File: config.mk
export PLATFORM = sky130hd
export DESIGN_NAME = mem_port_arbiter_flat
export DESIGN_NICKNAME = d
export VERILOG_FILES = /design/src/rtl/riscv_mem_pkg.sv /design/src/rtl/mem_port_arbiter_if.sv /design/src/rtl/mem_arb_timeout.sv /design/src/rtl/mem_port_arbiter.sv /design/src/flat_wrapper.sv
export SDC_FILE = /design/constraint.sdc
export NUM_CORES = 1
export LEC_CHECK = 0
export BUFFER_PORTS_ARGS = -buffer_cell sky130_fd_sc_hd__buf_4
export CAP_MARGIN = 5
export CORE_ASPECT_RATIO = 0.7
export CORE_MARGIN = 5
export CORE_UTILIZATION = 51
export DETAILED_ROUTE_END_ITERATION = 8
export PLACE_DENSITY = 0.86
export SLEW_MARGIN = 25
export SYNTH_ARGS = -nofsm -noshare
export SYNTH_HDL_FRONTEND = slang
export SYNTH_HIERARCHICAL = 1
export SYNTH_SLANG_ARGS = --single-unit
export TNS_END_PERCENT = 100
File: constraint.sdc
create_clock -name clk -period 2.45 [get_ports clk]
set_input_delay 0.245 -clock clk [delete_from_list [all_inputs] [get_ports clk]]
set_output_delay 0.245 -clock clk [all_outputs]
set_load 0.02 [all_outputs]
File: src/rtl/riscv_mem_pkg.sv
// Shared types and defaults for the unified-memory port arbiter.
package riscv_mem_pkg;

  typedef enum logic [1:0] {
    ST_IDLE = 2'd0,
    ST_BUSY = 2'd1,
    ST_DONE = 2'd2
  } arb_state_e;

  typedef enum logic {
    GNT_IF  = 1'b0,
    GNT_MEM = 1'b1
  } gnt_e;

  localparam int DEF_TIMEOUT      = 16;
  localparam int DEF_STARVE_LIMIT = 4;

endpackage

File: src/rtl/mem_port_arbiter_if.sv
// Requester and memory-side signals of the arbiter; slave is the arbiter's view.
interface mem_port_arbiter_if #(
  parameter int ADDR_W = 32,
  parameter int DATA_W = 32
) ();

  logic              if_req;
  logic [ADDR_W-1:0] if_addr;
  logic [DATA_W-1:0] if_rdata;
  logic              if_valid;
  logic              if_wait;

  logic              mem_req;
  logic              mem_we;
  logic [ADDR_W-1:0] mem_addr;
  logic [DATA_W-1:0] mem_wdata;
  logic [DATA_W-1:0] mem_rdata;
  logic              mem_valid;
  logic              mem_wait;

  logic              bus_err;

  logic              ram_req;
  logic              ram_we;
  logic [ADDR_W-1:0] ram_addr;
  logic [DATA_W-1:0] ram_wdata;
  logic [DATA_W-1:0] ram_rdata;
  logic              ram_ack;

  modport slave (
    input  if_req, if_addr, mem_req, mem_we, mem_addr, mem_wdata, ram_rdata, ram_ack,
    output if_rdata, if_valid, if_wait, mem_rdata, mem_valid, mem_wait, bus_err,
           ram_req, ram_we, ram_addr, ram_wdata
  );

  modport master (
    output if_req, if_addr, mem_req, mem_we, mem_addr, mem_wdata, ram_rdata, ram_ack,
    input  if_rdata, if_valid, if_wait, mem_rdata, mem_valid, mem_wait, bus_err,
           ram_req, ram_we, ram_addr, ram_wdata
  );

endinterface

File: src/rtl/mem_arb_timeout.sv
// BUSY-cycle counter; o_expired flags the last permitted cycle (count TIMEOUT-1).
module mem_arb_timeout #(
  parameter int TIMEOUT = 16
) (
  input  logic clk,
  input  logic reset,
  input  logic i_clr,
  input  logic i_en,
  output logic o_expired
);

  localparam int CW = (TIMEOUT > 2) ? $clog2(TIMEOUT) : 1;

  logic [CW-1:0] r_cnt;
  logic          w_at_limit;

  assign w_at_limit = (r_cnt == CW'(TIMEOUT - 1));
  assign o_expired  = i_en & w_at_limit;

  always_ff @(posedge clk or negedge reset) begin
    if (!reset) begin
      r_cnt <= '0;
    end else if (i_clr) begin
      r_cnt <= '0;
    end else if (i_en && !w_at_limit) begin
      r_cnt <= r_cnt + CW'(1);
    end
  end

endmodule

File: src/rtl/mem_port_arbiter.sv
// Shares one single-port memory between IF and MEM (MEM has priority).
// Optional IF anti-starvation guard: MEM_ARB_STARVE_GUARD_EN.
module mem_port_arbiter
  import riscv_mem_pkg::*;
#(
  parameter int ADDR_W       = 32,
  parameter int DATA_W       = 32,
  parameter int TIMEOUT      = DEF_TIMEOUT,
  parameter int STARVE_LIMIT = DEF_STARVE_LIMIT
) (
  input logic               clk,
  input logic               reset,
  mem_port_arbiter_if.slave bus
);

  arb_state_e        r_state, w_state_nxt;
  gnt_e              r_gnt, w_gnt_nxt;
  logic              w_grant;
  logic              w_if_wins;
  logic              w_tmo_clr, w_tmo_en, w_expired;
  logic [ADDR_W-1:0] r_addr;
  logic [DATA_W-1:0] r_wdata;
  logic              r_we;
  logic              r_err;
  logic [DATA_W-1:0] r_if_rdata, r_mem_rdata;

`ifdef MEM_ARB_STARVE_GUARD_EN
  localparam int SW = $clog2(STARVE_LIMIT + 1);
  logic [SW-1:0] r_starve;
  logic          w_starved;

  assign w_starved = (r_starve == SW'(STARVE_LIMIT));
  assign w_if_wins = bus.if_req & (~bus.mem_req | w_starved);

  always_ff @(posedge clk or negedge reset) begin
    if (!reset) begin
      r_starve <= '0;
    end else if (w_grant) begin
      if (w_gnt_nxt == GNT_IF) begin
        r_starve <= '0;
      end else if (bus.if_req && !w_starved) begin
        r_starve <= r_starve + SW'(1);
      end
    end
  end
`else
  assign w_if_wins = bus.if_req & ~bus.mem_req;
`endif

  mem_arb_timeout #(.TIMEOUT(TIMEOUT)) u_timeout (
    .clk       (clk),
    .reset     (reset),
    .i_clr     (w_tmo_clr),
    .i_en      (w_tmo_en),
    .o_expired (w_expired)
  );

  always_ff @(posedge clk or negedge reset) begin
    if (!reset) begin
      r_state <= ST_IDLE;
      r_gnt   <= GNT_IF;
    end else begin
      r_state <= w_state_nxt;
      r_gnt   <= w_gnt_nxt;
    end
  end

  always_comb begin
    w_state_nxt = r_state;
    w_gnt_nxt   = r_gnt;
    w_grant     = 1'b0;
    w_tmo_clr   = 1'b0;
    w_tmo_en    = 1'b0;
    case (r_state)
      ST_IDLE: begin
        if (bus.if_req || bus.mem_req) begin
          w_grant     = 1'b1;
          w_tmo_clr   = 1'b1;
          w_gnt_nxt   = w_if_wins ? GNT_IF : GNT_MEM;
          w_state_nxt = ST_BUSY;
        end
      end
      ST_BUSY: begin
        w_tmo_en = 1'b1;
        if (bus.ram_ack || w_expired) begin
          w_state_nxt = ST_DONE;
        end
      end
      ST_DONE: w_state_nxt = ST_IDLE;
      default: w_state_nxt = ST_IDLE;
    endcase
  end

  // An ack in the expiry cycle takes precedence, so the error flag is only set without one.
  always_ff @(posedge clk or negedge reset) begin
    if (!reset) begin
      r_addr      <= '0;
      r_wdata     <= '0;
      r_we        <= 1'b0;
      r_err       <= 1'b0;
      r_if_rdata  <= '0;
      r_mem_rdata <= '0;
    end else begin
      if (w_grant) begin
        r_err <= 1'b0;
        if (w_gnt_nxt == GNT_MEM) begin
          r_addr  <= bus.mem_addr;
          r_wdata <= bus.mem_wdata;
          r_we    <= bus.mem_we;
        end else begin
          r_addr  <= bus.if_addr;
          r_wdata <= '0;
          r_we    <= 1'b0;
        end
      end
      if (r_state == ST_BUSY) begin
        if (bus.ram_ack) begin
          if (!r_we) begin
            if (r_gnt == GNT_MEM) r_mem_rdata <= bus.ram_rdata;
            else                  r_if_rdata  <= bus.ram_rdata;
          end
        end else if (w_expired) begin
          r_err <= 1'b1;
        end
      end
    end
  end

  assign bus.ram_req   = (r_state == ST_BUSY);
  assign bus.ram_we    = bus.ram_req & r_we;
  assign bus.ram_addr  = r_addr;
  assign bus.ram_wdata = r_wdata;

  assign bus.if_valid  = (r_state == ST_DONE) && (r_gnt == GNT_IF);
  assign bus.mem_valid = (r_state == ST_DONE) && (r_gnt == GNT_MEM);
  assign bus.bus_err   = (r_state == ST_DONE) && r_err;
  assign bus.if_rdata  = r_if_rdata;
  assign bus.mem_rdata = r_mem_rdata;
  assign bus.if_wait   = bus.if_req & ~bus.if_valid;
  assign bus.mem_wait  = bus.mem_req & ~bus.mem_valid;

endmodule
File: src/flat_wrapper.sv
// flat-port wrapper written by rule: the top's interface ports become plain ports
module mem_port_arbiter_flat import riscv_mem_pkg::*;
#(
  parameter int ADDR_W       = 32,
  parameter int DATA_W       = 32,
  parameter int TIMEOUT      = DEF_TIMEOUT,
  parameter int STARVE_LIMIT = DEF_STARVE_LIMIT
)
  (clk, reset, bus_if_req, bus_if_addr, bus_mem_req, bus_mem_we, bus_mem_addr, bus_mem_wdata, bus_ram_rdata, bus_ram_ack, bus_if_rdata, bus_if_valid, bus_if_wait, bus_mem_rdata, bus_mem_valid, bus_mem_wait, bus_bus_err, bus_ram_req, bus_ram_we, bus_ram_addr, bus_ram_wdata);
  mem_port_arbiter_if #(.ADDR_W(ADDR_W), .DATA_W(DATA_W)) bus_i ();
  input logic clk;
  input logic reset;
  input wire logic [$bits(bus_i.if_req)-1:0] bus_if_req;
  input wire logic [$bits(bus_i.if_addr)-1:0] bus_if_addr;
  input wire logic [$bits(bus_i.mem_req)-1:0] bus_mem_req;
  input wire logic [$bits(bus_i.mem_we)-1:0] bus_mem_we;
  input wire logic [$bits(bus_i.mem_addr)-1:0] bus_mem_addr;
  input wire logic [$bits(bus_i.mem_wdata)-1:0] bus_mem_wdata;
  input wire logic [$bits(bus_i.ram_rdata)-1:0] bus_ram_rdata;
  input wire logic [$bits(bus_i.ram_ack)-1:0] bus_ram_ack;
  output wire logic [$bits(bus_i.if_rdata)-1:0] bus_if_rdata;
  output wire logic [$bits(bus_i.if_valid)-1:0] bus_if_valid;
  output wire logic [$bits(bus_i.if_wait)-1:0] bus_if_wait;
  output wire logic [$bits(bus_i.mem_rdata)-1:0] bus_mem_rdata;
  output wire logic [$bits(bus_i.mem_valid)-1:0] bus_mem_valid;
  output wire logic [$bits(bus_i.mem_wait)-1:0] bus_mem_wait;
  output wire logic [$bits(bus_i.bus_err)-1:0] bus_bus_err;
  output wire logic [$bits(bus_i.ram_req)-1:0] bus_ram_req;
  output wire logic [$bits(bus_i.ram_we)-1:0] bus_ram_we;
  output wire logic [$bits(bus_i.ram_addr)-1:0] bus_ram_addr;
  output wire logic [$bits(bus_i.ram_wdata)-1:0] bus_ram_wdata;
  assign bus_i.if_req = bus_if_req;
  assign bus_i.if_addr = bus_if_addr;
  assign bus_i.mem_req = bus_mem_req;
  assign bus_i.mem_we = bus_mem_we;
  assign bus_i.mem_addr = bus_mem_addr;
  assign bus_i.mem_wdata = bus_mem_wdata;
  assign bus_i.ram_rdata = bus_ram_rdata;
  assign bus_i.ram_ack = bus_ram_ack;
  assign bus_if_rdata = bus_i.if_rdata;
  assign bus_if_valid = bus_i.if_valid;
  assign bus_if_wait = bus_i.if_wait;
  assign bus_mem_rdata = bus_i.mem_rdata;
  assign bus_mem_valid = bus_i.mem_valid;
  assign bus_mem_wait = bus_i.mem_wait;
  assign bus_bus_err = bus_i.bus_err;
  assign bus_ram_req = bus_i.ram_req;
  assign bus_ram_we = bus_i.ram_we;
  assign bus_ram_addr = bus_i.ram_addr;
  assign bus_ram_wdata = bus_i.ram_wdata;
  mem_port_arbiter #(.ADDR_W(ADDR_W), .DATA_W(DATA_W), .TIMEOUT(TIMEOUT), .STARVE_LIMIT(STARVE_LIMIT)) u_core (.clk(clk), .reset(reset), .bus(bus_i));
endmodule
# Word level (Yosys, flattened, before mapping)
# Cells that the tools add are included.
op_classes:
  n_eq_ne: 5
  reduce_logical: 12
  bitwise: 10
  add_sub_neg: 1
  muxes: 18
op_table:
  columns: ["operator", "count"]
  rows:
  - ["two-way mux 32 bit", 2]
  - ["two-way mux 1 bit", 11]
  - ["two-way mux 4 bit", 2]
  - ["AND reduction 4 bit", 2]
  - ["bitwise AND 1 bit", 5]
  - ["inverter 1 bit", 5]
  - ["adder 4 x 1 -> 4 bit, second input constant", 1]
  - ["equality test 4 bit, second input constant", 1]
  - ["logical AND 1 bit", 4]
  - ["two-way mux 2 bit", 2]
  - ["case mux 2 bit (2 select lines)", 1]
  - ["equality test 2 x 1 -> 1 bit, second input constant", 1]
  - ["equality test 2 bit, second input constant", 1]
  - ["logical NOT 2 bit", 1]
  - ["logical OR 1 bit", 2]
  - ["inequality test 2 x 1 -> 1 bit, second input constant", 1]
  - ["inequality test 2 bit, second input constant", 1]
  - ["AND reduction 2 bit", 1]
  - ["nonzero test 2 bit", 1]
  - ["logical NOT 1 bit", 1]
totals:
  out_inout_bits: 135
  inputBits: 134
  elab_cells: 55
  reg_bits: 137

# Depth between registers and ports, before layout
# Gate-level depths: netlist of run 1.
depth:
  depth_word: 7
  mapped_depth: 6
  mapped_depth_nobuf: 6

# Modules after synthesis
# Netlist of run 1, hierarchy kept.
by_module_without_submodules:
  columns: ["mod", "instances", "area_per_inst_um2", "cells_per_inst"]
  rows:
  - ["mem_port_arbiter", 1, 5606.6, 416]
  - ["mem_arb_timeout", 1, 239.0, 21]

# Worst setup path after synthesis of run 1
# Ideal clock, no wire load.
synth_timing:
  path_type: "register to register"
  startpoint: "reg u_core.r_state[0]"
  endpoint: "reg u_core.u_timeout.r_cnt[0]"
  arrival_ns: 1.520
  setup_ns: 0.125
  path_stages_with_launch: 7
  path_slack_ns: 0.805
  cell_sequence: "dfrtp_1 -> nor2_1 -> o21ai_2 -> clkbuf_1 -> inv_1 -> nor2b_1 -> mux2_4"
synth_between:
  word_cells_on_any_way: 7
  cone_classes: "1 x eq/ne; 3 x mux; 3 x reduce/logical"
synth_rtl:
  columns: ["element", "line_no", "text"]
  rows:
  - ["from (decl)", "mem_port_arbiter.sv:16", "arb_state_e r_state, w_state_nxt;"]
  - ["from (signal assigned)", "mem_port_arbiter.sv:63", "r_state <= w_state_nxt;"]
  - ["logical NOT 2 bit (*)", null, null]
  - ["two-way mux 1 bit (*)", null, null]
  - ["via u_core.w_grant", "mem_port_arbiter.sv:18", "logic w_grant;"]
  - ["two-way mux 4 bit / nonzero test 2 bit (equally long branches)", null, null]
  - ["to (signal assigned)", "mem_arb_timeout.sv:26", "r_cnt <= r_cnt + CW'(1);"]
  - ["to (decl)", "mem_arb_timeout.sv:14", "logic [CW-1:0] r_cnt;"]
# The timed path passes the listed nets; every way through them passes the cells marked *.
# A chain may end at the register's enable or synchronous reset.

# Worst setup path in the final report of run 1
layout_timing:
  startpoint: "reg u_core.r_state[1]"
  endpoint: "reg u_core.r_mem_rdata[17] (netlist: u_core/bus.mem_rdata[17])"
layout_between:
  elab_chain_cells: 2
layout_lines:
  columns: ["element", "line_no", "text"]
  rows:
  - ["equality test 2 x 1 -> 1 bit", "mem_port_arbiter.sv:116", "if (r_state == ST_BUSY) begin"]
  - ["AND reduction 4 bit (no line)", null, null]
  - ["to (signal assigned)", "mem_port_arbiter.sv:119", "if (r_gnt == GNT_MEM) r_mem_rdata <= bus.ram_rdata;"]
  - ["to (decl)", "mem_port_arbiter.sv:25", "logic [DATA_W-1:0] r_if_rdata, r_mem_rdata;"]
# Every way passes these cells.

==> metrics.md, run 1 <==
| Metric | Value |
|---|---|
| Setup bufs post-CTS | 0 |
| Clock skew | between 0.008 and 0.009 ns |
| Leakage | approximately 0.0042 µW |
| Hold_buf cts | 1 |
| Cells after Synth | 437 |
| Clock sinks | 137 |
| First-pass GRT wire length | 26570 µm |
| Die area | about 14000 µm² |
| Via density | about 5.4 |
| Relative slew slack | 0.5657 |
| Layout filler cell count | 698 |
| Total track usage | 0.2487 |
| Commonest non-fill, non-tap cell in the layout | buf_4 |
| Minimum clock period | ~2 ns |
| Layout cells sized above 1 | 0.5351 |
| Placer congestion estimate | slightly below 0.8 |
| CP required | 2.74 ns |
| Worst-Margin Slew | 0.6514 ns |
| # nets final | between 800 and 900 |
| Final Max Tran Viols | 0 |
| Final setup vio count | 0 |
| Ys flop type | dfrtp_1 |
| FFs w/ async S/R, synth | 1.000 |
| FF+latch count, synth | approximately 140 |
| Vias in the first global route | approximately 5k |
| CTS tree | built |
| Hold slack | approximately 0.05 ns |
| Post-synth EDFFs | 0 |
| Count of buffers from port buffering | between 200 and 300 |
| Setup slack, reg-to-reg | 0.46 ns |
| Net Count, Synth | 572 |
| Power Density | roughly 1500 nW/µm² |
| Status | completed |
| Core ar. | approximately 11000 µm² |
| Estimated wirelength of the detail-placed design | approximately 12000 µm |
| Post-synth cell types | 35 |
| Pre-antenna DRT Iters | 4 |
| Fmax | between 0.5 and 0.6 GHz |
| Largest buffer count on any clock path | 2 |
| P&R area growth vs syn | 47.26% |
| Root buffer cell | clkbuf_16 |
| Starting density of the core | 0.5252 |
| Number of core rows | 32 |
| Post-Syn Area per Cell | around 13 µm² |
| Synthesis warning total | 6 |
| Critical Path Sink Type | flip-flop |
| Inserted Clock Buffers | 17 |
| Die Ht | 99.58 µm |
| # H-tree levels | 4 |
| Final hold vios | 0 |
| RSZ-0062 raised after global routing | no |
| Cell area after synthesis | approximately 6000 µm² |
| Grt ovf | 0 |
| CTS clk-pin slew, worst paths | around 0.06 ns |
| Startpoint types | flip-flop |
| DR vias | around 4.7k |
| Final Total Pwr | ~13000 µW |
| Worst Path Arrival | ~2.3 ns |
| Wire per inst | just under 20 µm |
| Worst IR drop on VDD | approximately 0.0009 V |
| Setup Crit Path Kind | flip-flop to flip-flop |
| Largest net degree at the start of global routing | 81 |
| # IOs | 269 |
| Max-Cap Viols | 0 |
| Final period util | 0.8139 |
| Die W | about 140 µm |
| Most frequent cells in the layout | buf_4, dfrtp_1, nor2b_1, a22o_1 |
| Antenna Nets Post-Route | 0 |
| Hold Crit Class | input port to flip-flop |
| Initial antenna violation count | 0 |
| Initial drt markers | 210 |
| DRC violations left | 0 |
| ANT cells | 0 |
| Final setup TNS | 0 ns |
| Register area share after synthesis | 0.5865 |
| CP max FO | 20 |
| Clk_lat worst skew | 0.41 ns |
| Final wirelength | ~17000 µm |
| Quantity of gates resized following cts | 0 |
through the flow:
stage / setup WS [ns] / area (µm²) / util / std cells
after floorplan: 0.8052 / 5846 / - / 437
after global placement: 0.5700 / 7973 / 0.7163 / 833
after detailed placement: 0.4945 / 7973 / 0.7163 / 833
after CTS: 0.4673 / 8608 / 0.7734 / 865
after global routing: 0.3947 / 8608 / 0.7734 / 865
final: 0.4559 / 8608 / 0.7734 / 865
cell families (layout without fill, tap and decap cells):
logic type / count (synthesis) / after routing / share of synthesized area
buffers and inverters: 39 / 314 / 0.03424
muxes: 66 / 66 / 0.1468
adders and majority gates: 1 / 1 / 0.002140
AOI/OAI and AO/OA: 135 / 135 / 0.1625
and+or+nand+nor: 59 / 59 / 0.06785
DFF: 137 / 137 / 0.5865
worst max-delay path: stages (launching register included):
cell	delay, ns
dfrtp_1	0.43
nand2b_1	0.26
inv_2	0.21
nand4b_4	0.34
buf_12	0.30
mux2_4	0.31
cells in the mapped netlist (all sizes together) (2+ instances only):
master,n,area share
a22oi,32,0.041
nor2b,37,0.040
nor3,2,0.0017
clkbuf,20,0.013
nand2,3,0.0019
dfrtp,137,0.59
nand2b,3,0.0032
a31oi,33,0.038
inv,5,0.0032
a22o,33,0.049
o21ai,33,0.029
and2,3,0.0032
nor2,4,0.0026
mux2,65,0.15
buf,14,0.018
where the power goes:
group          internal [µW]  leakage (µW)  switching (µW)
registers               3390       0.00168             808
logic                   2880       0.00226            3120
clock network           1710      0.000302             980
total                   7980       0.00424            4900
flip-flops by register name, indices dropped and copies added (netlist names):
| signal | cells |
|---|---|
| u_core/bus.ram_addr | 32 |
| u_core/bus.mem_rdata | 32 |
| u_core/r_err | 1 |
| u_core/u_timeout/r_cnt | 4 |
| u_core/r_gnt | 1 |
| u_core/bus.if_rdata | 32 |
| u_core/r_we | 1 |
| u_core/r_state | 2 |
| u_core/bus.ram_wdata | 32 |
final timing paths:
check,startpoint,end,depth (start not counted)
setup / recovery,u_core/r_state[1],u_core/bus.mem_rdata[17],5
hold / removal,bus_mem_wdata[13],u_core/bus.ram_wdata[13],2
setup reg to reg,u_core/r_state[1],u_core/bus.mem_rdata[17],5
hold reg to reg,u_core/bus.ram_wdata[1],u_core/bus.ram_wdata[1],1
max in group asynchronous,reset,u_core/bus.ram_wdata[0],3
min in group asynchronous,reset,u_core/bus.if_rdata[17],2
area by class of cell:
class	count	area, µm²	share of cell area
clock buffers	18	429.2	0.04985
multi-input cells	261	2226	0.2586
clock inverters	13	196.4	0.02282
repair buffers	278	2118	0.2461
flip-flops and latches	137	3428	0.3983
well taps	153	191.4	0.02224
inverters	5	18.77	0.002180
layer usage:
layer | up-vias | wire, µm | part of all wire | global-route usage
met5 | - | 0 | 0 | 0
met2 | 206 | 8842 | 0.52 | 0.4322
li1 | 2142 | - | - | -
met3 | 27 | 1315 | 0.077 | 0.07027
met1 | 2323 | 6549 | 0.38 | 0.2987
met4 | 0 | 353 | 0.021 | 0.08200
Power figures use the tool's default switching activity.
==> inputs of run 2 (changes only) <==
CORE_UTILIZATION = 47   (was 51)
PLACE_DENSITY = 0.8   (was 0.86)
clock period = 1.9 ns   (was 2.45 ns; I/O delays follow)
==> metrics.md, run 2 (same netlist as run 1, synthesis figures left out) <==
| Metric | Value |
|---|---|
| Inserted Clock Buffers | 17 |
| Vias in the first global route | 5028 |
| Clock skew | ~0.0084 ns |
| Pre-antenna DRT Iters | 5 |
| Largest net degree at the start of global routing | 52 |
| Final setup TNS | 0 ns |
| Final Max Tran Viols | 0 |
| # IOs | ~270 |
| Final wirelength | approximately 18000 µm |
| Setup bufs post-CTS | 0 |
| Max-Cap Viols | 0 |
| Status | completed |
| Final hold vios | 0 |
| Relative slew slack | 0.5304 |
| Placer congestion estimate | between 0.9 and 1 |
| Die area | ~15000 µm² |
| Hold Crit Class | input port to flip-flop |
| Placed inst area | approximately 8000 µm² |
| Initial antenna violation count | 0 |
| Layout cells sized above 1 | 0.5317 |
| R2R Path Start | u_core/r_state[1] |
| Worst Path Arrival | 1.61 ns |
| Root buffer cell | clkbuf_16 |
| Number of core rows | 34 |
| Die Ht | 103.3 µm |
| Dpl ws | approximately 0.23 ns |
| Total track usage | 0.2384 |
| Via density | 5.409 |
| Clk_lat worst skew | around 0.4 ns |
| Worst-Margin Slew | ~0.7 ns |
| Core ar. | roughly 12000 µm² |
| Largest buffer count on any clock path | 2 |
| Initial drt markers | 268 |
| # H-tree levels | 4 |
| Wire per inst | between 20 and 25 µm |
| Final period util | 0.9479 |
| Final setup margin | about 0.1 ns |
| Hold path start | bus_mem_wdata[6] |
| Minimum clock period | ~1.8 ns |
| Final setup vio count | 0 |
| Final core occ | 0.7144 |
| CP max FO | 5 |
| Count of buffers from port buffering | approximately 270 |
| Setup Crit Path Kind | flip-flop to primary output |
| Final instance area | between 8000 and 9000 µm² |
| Estimated wirelength of the detail-placed design | between 10000 and 15000 µm |
| Layout filler cell count | 860 |
| Worst Hold Depth | 2 |
| RSZ-0062 raised after global routing | no |
| CTS clk-pin slew, worst paths | roughly 0.060 ns |
| Hold Path End | u_core/bus.ram_wdata[6] |
| Setup slack, reg-to-reg | approximately 0.19 ns |
| ANT cells | 0 |
| Commonest non-fill, non-tap cell in the layout | buf_4 |
| Power Density | around 1900 nW/µm² |
| # nets final | ~850 |
| P&R area growth vs syn | 50.26% |
| Leakage | about 0.0043 µW |
| CP required | about 1.7 ns |
| Antenna Nets Post-Route | 0 |
| DRC violations left | 0 |
| Grt ovf | 0 |
| Clock sinks | roughly 140 |
| First-pass GRT wire length | between 20000 and 30000 µm |
| Starting density of the core | 0.4755 |
| Die W | 143.3 µm |
| R2R depth | 5 |
| Worst IR drop on VDD | around 0.0010 V |
| R2R Path End | u_core/bus.mem_rdata[31] |
| CTS tree | built |
| Critical Path Sink Type | primary output |
| Most frequent cells in the layout | buf_4, dfrtp_1, nor2b_1, a22o_1 |
| Fmax | 0.5553 GHz |
| Startpoint types | flip-flop |
| DR vias | 4803 |
-- run 2: final cells by class --
type | count | area [µm²] | area share
Clock buffer | 18 | 439.2 | 0.05000
Sequential cell | 137 | 3428 | 0.3903
Multi-Input combinational cell | 261 | 2226 | 0.2534
Clock inverter | 13 | 192.7 | 0.02194
Tap cell | 162 | 202.7 | 0.02308
Inverter | 5 | 21.27 | 0.002422
Timing Repair Buffer | 292 | 2273 | 0.2588
-- run 2: repair_timing --
action	4_1_cts	5_1_grt
hold buffers	10	1
gates resized for setup	0	1
endpoints found under the hold margin	56	1
endpoints found under the setup margin	0	1
-- run 2: how the worst max path moves through the flow --
stage	start	end	slack, ns	depth (start not counted)
after floorplan	u_core/r_state[0]	u_core/u_timeout/r_cnt[0]	0.26	6
after global placement	u_core/r_state[1]	u_core/bus.mem_rdata[0]	0.28	5
after detailed placement	u_core/r_state[1]	u_core/bus.mem_rdata[31]	0.23	5
after CTS	u_core/r_state[1]	bus_if_wait	0.06	4
after global routing	u_core/r_state[1]	bus_if_wait	0.007	4
final	u_core/r_state[1]	bus_if_wait	0.1	4
-- run 2: worst max-delay path, stage by stage, from the launching register on --
cell and delay (ns):
dfrtp_1 0.44, nor2b_1 0.22, nor2b_1 0.30, nor2b_1 0.08, buf_4 0.16
-- run 2: layer usage --
| layer | wire [µm] | vias to the layer above | share of wire | global-route usage |
|---|---|---|---|---|
| met3 | 1898 | 12 | 0.11 | 0.08548 |
| met4 | 114 | 0 | 0.0063 | 0.05282 |
| met5 | 0 | - | 0 | 0 |
| li1 | - | 2176 | - | - |
| met2 | 8978 | 258 | 0.50 | 0.4008 |
| met1 | 7054 | 2357 | 0.39 | 0.3019 |
-- run 2: through the flow --
step / hold WS (ns) / instances / total power (µW)
2_1_floorplan: -0.1056 / 437 / 9750
3_3_place_gp: 0.1629 / 846 / 12960
3_5_place_dp: 0.1657 / 846 / 13270
4_1_cts: 0.0007804 / 887 / 16890
5_1_grt: 0.0002734 / 888 / 17610
6_report: 0.01266 / 888 / 16760
-- run 2: power by group --
part	switching [µW]	internal, µW	leakage, µW
registers	1050	4370	0.00168
clock network	1250	2240	0.000303
logic	4080	3770	0.00233
total	6380	10400	0.00431
==> inputs of run 3 (changes only) <==
CORE_MARGIN = 2   (was 5)
PLACE_DENSITY = 0.81   (was 0.8)
SYNTH_HIERARCHICAL = not set   (was 1)
==> metrics.md, run 3 <==
| Metric | Value |
|---|---|
| Status | completed |
| Final period util | 0.9262 |
| Die W | between 100 and 150 µm |
| Clock sinks | ~140 |
| Starting density of the core | 0.4833 |
| Inserted Clock Buffers | 17 |
| Post-synth EDFFs | 0 |
| Most frequent cells in the layout | buf_4, dfrtp_1, mux2_2, a22o_1 |
| Final setup vio count | 0 |
| Worst Hold Depth | 2 |
| Final setup TNS | 0 ns |
| Final wirelength | about 15000 µm |
| Register area | roughly 3400 µm² |
| DR vias | 4597 |
| P&R area growth vs syn | 50.52% |
| Max-Cap Viols | 0 |
| Total track usage | 0.2342 |
| Ys flop type | dfrtp_1 |
| Clk_lat worst skew | 0.40 ns |
| Quantity of gates resized following cts | 0 |
| Post-synth top cells | dfrtp_1, mux2_2, a22o_1, inv_1, nand3_1 |
| Worst-Margin Slew | roughly 0.43 ns |
| Final Max Tran Viols | 0 |
| FF+latch count, synth | 137 |
| Final cell count without fillers | between 800 and 900 |
| Clock skew | 0.008508 ns |
| Root buffer cell | clkbuf_16 |
| # H-tree levels | 4 |
| Net Count, Synth | 572 |
| Area occupied by multi-input gates | just under 2000 µm² |
| Startpoint types | flip-flop |
| Worst IR drop on VDD | 0.001007 V |
| Largest buffer count on any clock path | 2 |
| Register area share after synthesis | 0.6029 |
| Fmax | between 0.5 and 0.6 GHz |
| Die Ht | about 96 µm |
| Pint | roughly 10000 µW |
| Setup bufs post-CTS | 0 |
| Worst Path Arrival | approximately 1.6 ns |
| Cell with the most instances after synthesis | dfrtp_1 |
| Sw frac | 0.3683 |
| Wire per inst | about 17 µm |
| CTS clk-pin slew, worst paths | about 0.060 ns |
| Layout cells sized above 1 | 0.5350 |
| Post-synth cell types | 29 |
| # nets final | 838 |
| # IOs | around 270 |
| CP max FO | 3 |
| Hold Crit Class | input port to flip-flop |
| Cell area after synthesis | between 5000 and 6000 µm² |
| ANT cells | 0 |
| Setup slack, reg-to-reg | between 0.2 and 0.3 ns |
| Number of core rows | 33 |
| Largest net degree at the start of global routing | 48 |
| Initial drt markers | 139 |
| Synth top area cells | dfrtp_1, mux2_2, a22o_1 |
| First-pass GRT wire length | roughly 23000 µm |
| Combinational power share | 0.451 |
| FFs w/ async S/R, synth | 1.000 |
| Relative slew slack | 0.7123 |
| Cells after Synth | between 400 and 500 |
| DRC violations left | 0 |
| Commonest non-fill, non-tap cell in the layout | buf_4 |
| R2R Path Start | u_core.r_state[1] |
| Antenna Nets Post-Route | 0 |
| R2R depth | 4 |
| Hold slack | between 0.01 and 0.015 ns |
| Placed Cells incl. Taps | between 800 and 900 |
| Clock share of power | 0.222 |
| Grt ovf | 0 |
| Critical Path Sink Type | primary output |
| CTS tree | built |
| Final hold vios | 0 |
| RSZ-0062 raised after global routing | no |
| Area leader, netlist | dfrtp_1 |
| Hold path start | bus_mem_wdata[4] |
| Initial antenna violation count | 0 |
| Via density | around 5.3 |
| Layout filler cell count | roughly 800 |
| Pre-antenna DRT Iters | 4 |
| Estimated wirelength of the detail-placed design | ~11000 µm |
| Hold Path End | u_core.bus.ram_wdata[4] |
| Setup Crit Path Kind | flip-flop to primary output |
| R2R Path End | u_core.bus.if_rdata[20] |
| Sequential Power Share | 0.327 |
| Power Density | roughly 1900 nW/µm² |
| CP required | between 1.5 and 2 ns |
| Placer congestion estimate | 0.8592 |
| Count of buffers from port buffering | 268 |
| Top cell type's share of synthesized area | 0.6029 |
| Vias in the first global route | ~4.5k |
| Leakage | ~0.0042 µW |
| Synthesis warning total | 0 |
| Minimum clock period | around 1.8 ns |
| Core ar. | roughly 12000 µm² |
| Die area | between 10000 and 15000 µm² |
| Post-Syn Area per Cell | 13.01 µm² |
| Net Sw Power | a little under 6000 µW |
==> run 3: cell count changes after synthesis, moves of 13 or more <==
| cell | change |
|---|---|
| mux2_4 | -31 |
| nor2b_1 | -34 |
| a22oi_1 | -32 |
| a31oi_1 | -32 |
| o21ai_0 | -30 |
| o211ai_1 | +32 |
| nand3_1 | +33 |
| nand4b_1 | +32 |
| mux2_2 | +32 |
| inv_1 | +30 |
| buf_2 | +13 |
==> run 3: worst max-delay path, stage by stage, from the launching register on <==
cell	delay [ns]
dfrtp_1	0.44
and2b_1	0.25
nor2b_1	0.25
nor2b_1	0.07
buf_4	0.16
==> run 3: layout make-up <==
cell class / count / share of cell area
clock buffers: 18 / 0.05131
clock inverters: 12 / 0.02339
inverters: 34 / 0.01491
multi-input cells: 229 / 0.2285
flip-flops and latches: 137 / 0.4005
well taps: 157 / 0.02295
repair buffers: 284 / 0.2584
==> run 3: cell families (layout without fill, tap and decap cells) <==
| kind of cell | Yosys count | after routing | synth area share |
|---|---|---|---|
| compound gates | 78 | 78 | 0.1074 |
| fa+ha+maj | 1 | 1 | 0.002200 |
| buf+inv | 71 | 348 | 0.05523 |
| flops | 137 | 137 | 0.6029 |
| mux | 64 | 64 | 0.1267 |
| simple gates | 86 | 86 | 0.1056 |
==> run 3: per-layer routing <==
| layer | wire, µm | up-vias | global-route usage |
|---|---|---|---|
| met5 | 0 | - | 0 |
| met4 | 493 | 0 | 0.1137 |
| met3 | 1063 | 37 | 0.06635 |
| met2 | 7378 | 189 | 0.3807 |
| met1 | 6167 | 2249 | 0.2931 |
| li1 | - | 2122 | - |
==> run 3: how the worst max path moves through the flow <==
stage                             end               from  depth (start not counted)  slack (ns)
6_report                  bus_if_wait  u_core.r_state[0]                          4        0.14
5_1_grt                   bus_if_wait  u_core.r_state[0]                          4        0.09
3_5_place_dp   u_core.bus.if_rdata[8]  u_core.r_state[1]                          4        0.26
2_1_floorplan  u_core.bus.if_rdata[0]  u_core.r_state[1]                          4        0.38
4_1_cts                   bus_if_wait  u_core.r_state[0]                          4        0.15
3_3_place_gp   u_core.bus.if_rdata[6]  u_core.r_state[1]                          4        0.29
==> run 3: power by group through the flow <==
stage | registers [µW] | logic [µW] | clock network, µW
after global placement | 5160 | 7040 | 0
after detailed placement | 5200 | 7210 | 0
after CTS | 5200 | 7240 | 3600
final | 5200 | 7180 | 3520
after global routing | 5380 | 7670 | 3730
after floorplan | 6770 | 2370 | 0
==> run 3: timing repair <==
item / in CTS / in global routing
setup endpoints to repair: 0 / 0
endpoints found under the hold margin: 28 / 0
hold buffers: 2 / 0
==> run 3: stage by stage <==
stage	cell area, µm²	total power (µW)	utilization	setup slack [ns]
floorplan	5687	9148	-	0.3812
global placement	7900	12200	0.6713	0.2889
detailed placement	7900	12420	0.6713	0.2564
CTS	8559	16040	0.7274	0.1486
global route	8559	16780	0.7274	0.09005
finish	8559	15900	0.7274	0.1402
